===== src/rtl/mips_register_scanner.sv =====
// mips_register_scanner: sweeps the register file through both read ports,
// two registers per pass, and streams every word out on a valid/ready port
// in ascending register order.
// Optional feature macro: SCAN_CHECKSUM_EN adds the checksum_o port, the
// running XOR of every word accepted by the consumer.
module mips_register_scanner #(
    parameter int NUM_REGS   = 32,
    parameter int ADDR_WIDTH = 5,
    parameter int DATA_WIDTH = 32
) (
    input  logic                  clk_i,
    input  logic                  rst_n_i,
    input  logic                  start_i,
    input  logic                  abort_i,
    output logic [ADDR_WIDTH-1:0] read_reg_1_o,
    output logic [ADDR_WIDTH-1:0] read_reg_2_o,
    input  logic [DATA_WIDTH-1:0] read_data_1_i,
    input  logic [DATA_WIDTH-1:0] read_data_2_i,
    output logic                  out_valid_o,
    input  logic                  out_ready_i,
    output logic [DATA_WIDTH-1:0] out_data_o,
    output logic [ADDR_WIDTH-1:0] out_index_o,
    output logic                  busy_o,
    output logic                  done_o
`ifdef SCAN_CHECKSUM_EN
    ,
    output logic [DATA_WIDTH-1:0] checksum_o
`endif
);

    // Pair counter is one bit narrower than a register index: index = {p, lsb}.
    localparam int PW = ADDR_WIDTH - 1;
    localparam logic [PW-1:0] LAST_PAIR = PW'(NUM_REGS / 2 - 1);

    typedef enum logic [2:0] {
        ST_IDLE   = 3'd0,
        ST_READ   = 3'd1,
        ST_SEND_A = 3'd2,
        ST_SEND_B = 3'd3,
        ST_DONE   = 3'd4
    } state_t;

    state_t                  state_q;
    logic [PW-1:0]           p_q;
    logic [DATA_WIDTH-1:0]   buf1_q;
    logic                    out_valid_q;
    logic [DATA_WIDTH-1:0]   out_data_q;
    logic [ADDR_WIDTH-1:0]   out_index_q;
    logic                    busy_q;
    logic                    done_q;
    logic [ADDR_WIDTH-1:0]   rr1_q;
    logic [ADDR_WIDTH-1:0]   rr2_q;

    logic [PW-1:0]           p_d;
    logic [ADDR_WIDTH-1:0]   next_rr1_d;
    logic [ADDR_WIDTH-1:0]   next_rr2_d;
    logic                    handshake_s;
    logic                    start_accept_s;
    logic                    abort_s;

    // Next pair addresses and handshake/control qualifiers.
    always_comb begin
        p_d            = p_q + PW'(1);
        next_rr1_d     = {p_d, 1'b0};
        next_rr2_d     = {p_d, 1'b1};
        handshake_s    = out_valid_q & out_ready_i;
        start_accept_s = (state_q == ST_IDLE) & start_i & ~abort_i;
        abort_s        = abort_i & (state_q != ST_IDLE);
    end

    // Sweep FSM: all stream, status and read-address outputs are registered here.
    always_ff @(posedge clk_i or negedge rst_n_i) begin
        if (!rst_n_i) begin
            state_q     <= ST_IDLE;
            p_q         <= {PW{1'b0}};
            buf1_q      <= {DATA_WIDTH{1'b0}};
            out_valid_q <= 1'b0;
            out_data_q  <= {DATA_WIDTH{1'b0}};
            out_index_q <= {ADDR_WIDTH{1'b0}};
            busy_q      <= 1'b0;
            done_q      <= 1'b0;
            rr1_q       <= {ADDR_WIDTH{1'b0}};
            rr2_q       <= ADDR_WIDTH'(1);
        end else if (abort_s) begin
            // Abort beats any coincident handshake and never pulses done.
            state_q     <= ST_IDLE;
            p_q         <= {PW{1'b0}};
            out_valid_q <= 1'b0;
            busy_q      <= 1'b0;
            done_q      <= 1'b0;
            rr1_q       <= {ADDR_WIDTH{1'b0}};
            rr2_q       <= ADDR_WIDTH'(1);
        end else begin
            case (state_q)
                ST_IDLE: begin
                    if (start_accept_s) begin
                        state_q <= ST_READ;
                        p_q     <= {PW{1'b0}};
                        busy_q  <= 1'b1;
                    end else begin
                        state_q <= ST_IDLE;
                    end
                end
                ST_READ: begin
                    // Register contents are captured only in this cycle.
                    out_data_q  <= read_data_1_i;
                    buf1_q      <= read_data_2_i;
                    out_index_q <= {p_q, 1'b0};
                    out_valid_q <= 1'b1;
                    state_q     <= ST_SEND_A;
                end
                ST_SEND_A: begin
                    if (handshake_s) begin
                        out_data_q  <= buf1_q;
                        out_index_q <= {p_q, 1'b1};
                        state_q     <= ST_SEND_B;
                    end else begin
                        state_q     <= ST_SEND_A;
                    end
                end
                ST_SEND_B: begin
                    if (handshake_s) begin
                        out_valid_q <= 1'b0;
                        if (p_q == LAST_PAIR) begin
                            state_q <= ST_DONE;
                            done_q  <= 1'b1;
                        end else begin
                            p_q     <= p_d;
                            rr1_q   <= next_rr1_d;
                            rr2_q   <= next_rr2_d;
                            state_q <= ST_READ;
                        end
                    end else begin
                        state_q <= ST_SEND_B;
                    end
                end
                ST_DONE: begin
                    done_q  <= 1'b0;
                    busy_q  <= 1'b0;
                    p_q     <= {PW{1'b0}};
                    rr1_q   <= {ADDR_WIDTH{1'b0}};
                    rr2_q   <= ADDR_WIDTH'(1);
                    state_q <= ST_IDLE;
                end
                default: begin
                    state_q     <= ST_IDLE;
                    out_valid_q <= 1'b0;
                    busy_q      <= 1'b0;
                    done_q      <= 1'b0;
                end
            endcase
        end
    end

`ifdef SCAN_CHECKSUM_EN
    logic [DATA_WIDTH-1:0] checksum_q;

    // Running XOR of accepted words; cleared when a sweep starts, kept on abort.
    always_ff @(posedge clk_i or negedge rst_n_i) begin
        if (!rst_n_i) begin
            checksum_q <= {DATA_WIDTH{1'b0}};
        end else if (start_accept_s) begin
            checksum_q <= {DATA_WIDTH{1'b0}};
        end else if (handshake_s && !abort_s) begin
            checksum_q <= checksum_q ^ out_data_q;
        end else begin
            checksum_q <= checksum_q;
        end
    end

    assign checksum_o = checksum_q;
`else
    // No checksum logic in this build.
`endif

    assign read_reg_1_o = rr1_q;
    assign read_reg_2_o = rr2_q;
    assign out_valid_o  = out_valid_q;
    assign out_data_o   = out_data_q;
    assign out_index_o  = out_index_q;
    assign busy_o       = busy_q;
    assign done_o       = done_q;

endmodule


===== config.mk =====
export PLATFORM = sky130hd
export DESIGN_NAME = mips_register_scanner
export DESIGN_NICKNAME = d
export VERILOG_FILES = /design/src/rtl/mips_register_scanner.sv
export SDC_FILE = /design/constraint.sdc
export NUM_CORES = 1
export LEC_CHECK = 0
export ABC_AREA = 0
export CAP_MARGIN = 25
export CORE_ASPECT_RATIO = 0.6
export CORE_MARGIN = 10
export CORE_UTILIZATION = 45
export CTS_CLUSTER_DIAMETER = 50
export DETAILED_ROUTE_END_ITERATION = 8
export HOLD_SLACK_MARGIN = 0.03
export MAX_ROUTING_LAYER = met4
export PLACE_DENSITY_LB_ADDON = 0.08
export SLEW_MARGIN = 20
export SYNTH_ARGS = -nofsm -noshare
export SYNTH_HDL_FRONTEND = slang
export SYNTH_SLANG_ARGS = --single-unit

===== constraint.sdc =====
create_clock -name clk_i -period 2.2 [get_ports clk_i]
set_input_delay 0.22 -clock clk_i [delete_from_list [all_inputs] [get_ports clk_i]]
set_output_delay 0.22 -clock clk_i [all_outputs]
set_load 0.01 [all_outputs]

---- Word level (Yosys, flattened, before mapping) ----
Index checks and enable logic that the tools add are counted.
cells by class
  $add $sub $neg .......................... 1
  equal/unequal tests ..................... 13
  muxes and demuxes ....................... 33
  bitwise gates (word level) .............. 6
  reductions and logical operators ........ 15
operators by type and width
  kind                                                 number
  one-hot mux 32 bit (2 select lines)                  1
  2-to-1 mux 5 bit                                     7
  2-to-1 mux 32 bit                                    1
  one-hot mux 5 bit (2 select lines)                   3
  2-to-1 mux 4 bit                                     4
  != test 3 bit, second input constant                 4
  one-hot mux 3 bit (4 select lines)                   1
  one-hot mux 4 bit (3 select lines)                   1
  2-to-1 mux 1 bit                                     9
  2-to-1 mux 3 bit                                     3
  AND reduction 3 bit                                  3
  OR reduction 3 bit                                   3
  equality test 3 x 2 -> 1 bit, second input constant  2
  != test 2 x 1 -> 1 bit, second input constant        3
  AND reduction 2 bit                                  3
  nonzero test 3 bit                                   2
  adder 4 x 1 -> 4 bit, second input constant          1
  bitwise AND 1 bit                                    4
  equality test 4 bit, second input constant           1
  one-hot mux 1 bit (2 select lines)                   2
  AND reduction 4 bit                                  1
  nonzero test 4 bit                                   1
  equality test 3 x 1 -> 1 bit, second input constant  1
  equality test 3 bit, second input constant           1
  5 further kinds                                      6
storage, ports and cells
  bits in registers ....................... 89
  output and inout bits ................... 50

---- Logic depth before layout (Yosys ltp) ----
  depth after elaboration ................. 6
  gate-level depth with buffers ........... 6
  depth with buffers taken out ............ 5

---- Worst setup path after synthesis ----
Ideal clock, no wire load.
  path kind ............................... reg2reg
  start point ............................. register p_q[0]
  end point ............................... register rr2_q[1], in the netlist read_reg_2_o[1]
  library setup time ...................... 0.121 ns
  arrival time ............................ 1.522 ns
  required time ........................... 2.079 ns
  setup slack ............................. 0.557 ns
  cell stages (with the launch flop) ...... 7
  path buffers ............................ 1
  period minus slack after synthesis ...... 1.643 ns
  cell sequence ........................... dfrtp_1 > ha_1 > and3_1 > buf_2 > nor4_4 > a211oi_2 > a22o_1
on the way
  word-level cells in the longest chain between the ends .. 5
  elaborated cells on any way between the ends .. 8
  those cells by class .................... 1 x add/sub; 2 x eq/ne; 4 x mux; 1 x reduce/logical
RTL lines
  item                                line  source
  start: declaration                  44    logic [PW-1:0] p_q;
  start signal: assignment            75    p_q <= {PW{1'b0}};
  start signal: assignment            87    p_q <= {PW{1'b0}};
  start signal: assignment            98    p_q <= {PW{1'b0}};
  adder 4 x 1 -> 4 bit                63    p_d = p_q + PW'(1);
  2-to-1 mux 5 bit                    124   if (p_q == LAST_PAIR) begin
  2-to-1 mux 5 bit                    122   if (handshake_s) begin
  one-hot mux 5 bit (2 select lines)  94    case (state_q)
  2-to-1 mux 5 bit                    84    end else if (abort_s) begin
  end signal: assignment              130   rr2_q <= next_rr2_d;
  end: declaration                    52    logic [ADDR_WIDTH-1:0] rr2_q;
Parallel ways exist; a longest one is shown, timed or not. The select of a mux whose other input is x is not followed.
A chain may end at the register's enable or synchronous reset.

---- Worst setup path after layout ----
  start point ............................. register state_q[2]
  end point ............................... register p_q[2]
on the way
  word-level cells in the longest chain between the ends .. 5
  elaborated cells on any way between the ends .. 14
  those cells by class .................... 5 x eq/ne; 2 x mux; 3 x bitwise; 4 x reduce/logical
RTL lines
  item                            line    source
  start: declaration              43      state_t state_q;
  start signal: assignment        74      state_q <= ST_IDLE;
  start signal: assignment        86      state_q <= ST_IDLE;
  start signal: assignment        97      state_q <= ST_READ;
  zero test 3 bit                 67, 94
  bitwise AND 1 bit (2 in a row)  67      start_accept_s = (state_q == ST_IDLE) & start_i & ~abort_i;
  != test 3 bit (no line)         -
  AND reduction 4 bit (no line)   -
Parallel ways exist; a longest one is shown, timed or not.

==> summary.md <==
| Metric | Value |
|---|---|
| Via Count | `2,703` |
| Dominant synthesized flop cell | `dfrtp_1` |
| Final hold vios | `0` |
| Synth Warn # | `0` |
| WP data arrival | `2.11 ns` |
| Post-Syn Nets | `374` |
| Core area | `8010 um^2` |
| Worst-path clk slew | `0.06 ns` |
| Share of post-route cells with drive strength above 1 | `0.173` |
| Pleak | `2.19 nW` |
| Finished Layout Cells | `530` |
| Global Route Usage Sum | `0.165` |
| Worst r2r src | `state_q[2]` |
| FF-to-FF path depth | `5` |
| HP Class | `input port to asynchronous set/reset pin` |
| Synth top area share | `0.553` |
| Final ANT Viol Nets | `0` |
| Register area share after synthesis | `0.553` |
| Cell taking the most area after synthesis | `dfrtp_1` |
| # DRC | `0` |
| Max rail drop VDD | `566 uV` |
| GPL Wtd Cong | `0.829` |
| Register area | `2080 um^2` |
| Grt ovf | `0` |
| Yosys cell types | `43` |
| First-pass GRT wire length | `15,700 um` |
| H-tree lvl count | `3` |
| Req. time, crit path | `2.46 ns` |
| CTS buffer count | `9` |
| PortBufs | `116` |
| Clk root buf | `clkbuf_16` |
| Drt via density | `5.10` |
| Synth top area cells | `dfrtp_1 (55%), mux2_2 (10%), mux2i_1 (8.8%)` |
| Critical Path Fanout Max | `8` |
| TritonCTS clock tree | `yes` |
| Largest net degree at the start of global routing | `51` |
| Vias in the first global route | `2,878` |
| CTS max path bufs | `2` |
| Cell area power density | `1150 nW/um^2` |
| Multi-input logic area | `1500 um^2` |
| CP Launch Point | `state_q[2]` |
| Antenna diodes | `0` |
| Setup TNS | `0 ns` |
| Crit start category | `flop` |
| Fin crit period | `1.85 ns` |
| Starting Density | `0.469` |
| RSZ-0062 raised after global routing | `no` |
| Initial antenna violation count | `0` |
| Die Ht | `90.8 um` |
| Placed cell count | `513` |
| Post-detailed-placement half-perimeter wirelength | `7280 um` |
| Async set-reset flop share out of synthesis | `1.00` |
| Post-Syn Area | `3750 um^2` |
| Synth Register Bits | `83` |
| Max-slew violations | `0` |
| # clock sinks | `83` |
| Clock skew | `0.00599 ns` |
| Max-cap violations | `0` |
| Nets | `487` |
| # setup viols final | `0` |
| Highest Clock Rate | `541 MHz` |
| Avg Cell Area, Syn | `12.4 um^2` |
| Fillers | `651` |
| Number of synthesized flops with an enable pin | `0` |
| Iteration-0 DRC Markers | `133` |
| Die area | `12,500 um^2` |
| Clock insertion delay at the later pin of the skew report | `0.34 ns` |
| Row cnt | `25` |
| CP Capture Point | `p_q[2]` |
| Post-Synthesis Cells | `304` |
| Layout area overhead | `42.3%` |
| I/O pin total | `119` |
| WL final | `9770 um` |
| Post-layout utilization of the core | `0.667` |
| R2r endpoint | `p_q[2]` |
| FF-to-FF setup slack | `0.35 ns` |
| Final Cycle Share | `0.841` |
| Crit Path Category | `flop to flop` |
| Status | `completed` |
| Total iterations of the first detailed-routing run | `4` |
| CP endpoint kind | `flop` |
| Die W | `138 um` |
| Post-CTS Setup Inserts | `0` |
| WL/cell | `18.4 um` |
-- routing by layer --
| layer | vias to the layer above | global-route usage | share of wire |
|---|---|---|---|
| met3 | 11 | 0.0733 | 0.10 |
| li1 | 1290 | - | - |
| met5 | - | - | 0 |
| met4 | 0 | 0.0441 | 0.0082 |
| met2 | 85 | 0.228 | 0.43 |
| met1 | 1317 | 0.212 | 0.46 |
-- per-stage QoR --
stage / setup slack (ns) / total power, mW / cell area, um^2 / hold WS (ns)
3_5_place_dp: 0.288 / 4.57 / 5010 / 0.197
5_1_grt: 0.213 / 6.55 / 5340 / 0.428
3_3_place_gp: 0.314 / 4.48 / 5010 / 0.199
4_1_cts: 0.361 / 6.24 / 5340 / 0.377
6_report: 0.351 / 6.16 / 5340 / 0.369
2_1_floorplan: 0.557 / 3.49 / 3750 / -0.0756
-- cells in the final DEF, fill, tap and decap left out, drive strengths merged, types with 2 or more instances in the layout --
cell type / netlist / layout
nor2b: 2 / 2
nor4: 2 / 2
nand3: 2 / 2
a211oi: 2 / 2
mux2i: 33 / 33
nand2b: 4 / 4
bufinv: 0 / 2
dfrtp: 83 / 83
conb: 2 / 2
a21oi: 40 / 40
clkbuf: 1 / 11
nand2: 2 / 2
mux2: 38 / 38
nor2: 38 / 38
o21a: 2 / 2
clkdlybuf4s50: 0 / 115
buf: 24 / 11
clkinv: 0 / 3
inv: 2 / 2
a22o: 5 / 5
o21ai: 5 / 5
nor3: 4 / 4
-- how the worst min path moves through the flow --
stage	start	to
final	rst_n_i	buf1_q[28]
after global routing	rst_n_i	buf1_q[23]
after CTS	rst_n_i	buf1_q[23]
after detailed placement	rst_n_i	buf1_q[23]
after global placement	rst_n_i	buf1_q[23]
after floorplan	rst_n_i	buf1_q[0]
-- cell type report --
| cell class | instances | area share |
|---|---|---|
| timing repair buffer | 127 | 0.242 |
| clock inverter | 5 | 0.0140 |
| multi-input combinational | 194 | 0.281 |
| inverter | 2 | 0.00140 |
| sequential | 83 | 0.389 |
| clock buffer | 11 | 0.0473 |
| tap | 108 | 0.0253 |
-- Yosys cell counts, types with 2 or more instances --
cell type	instances
o21a_1	2
dfrtp_1	83
nand2b_1	3
o21ai_0	4
inv_1	2
a22o_1	5
buf_4	15
mux2_1	3
nor4_4	2
buf_2	8
nor2b_1	2
mux2_2	35
nor3_1	4
a21oi_1	38
conb_1	2
nor2_1	35
mux2i_1	33
nand3_1	2
nor2_4	2
-- timing repair --
item,CTS,global route
hold endpoints to repair,33,0
hold buffers,1,0
resized for setup,0,0
-- worst max-delay path: stages, from the launching register on --
cell and delay (ns):
dfrtp_1 0.50, or2_1 0.36, buf_4 0.19, nor4_4 0.47
a21oi_1 0.14, a21oi_2 0.12
-- state kept, by name, indices dropped and copies added, names as in the netlist --
register and count:
buf1_q 32, out_data_o 32, out_index_o 5, p_q 4, read_reg_2_o 4, state_q 3
busy_o 1, done_o 1, out_valid_o 1
-- logic make-up (layout without fill, tap and decap cells) --
group / count (synthesis) / after routing / share of synthesized area
and+or+nand+nor: 59 / 59 / 0.0926
xor gates and xnor gates: 2 / 2 / 0.00467
AOI/OAI and AO/OA: 59 / 59 / 0.0956
muxes: 71 / 71 / 0.202
DFF: 83 / 83 / 0.553
buffers and inverters: 27 / 145 / 0.0467
other: 2 / 2 / 0.00200
adders and majority gates: 1 / 1 / 0.00333
-- report_power, final --
group	leakage, nW	switching (mW)	total [mW]	internal, mW
Sequential	0.990	0.376	2.52	2.14
Clock	0.165	0.583	1.63	1.05
Combinational	1.03	0.828	2.00	1.18
(Power assumes the default switching activity.)
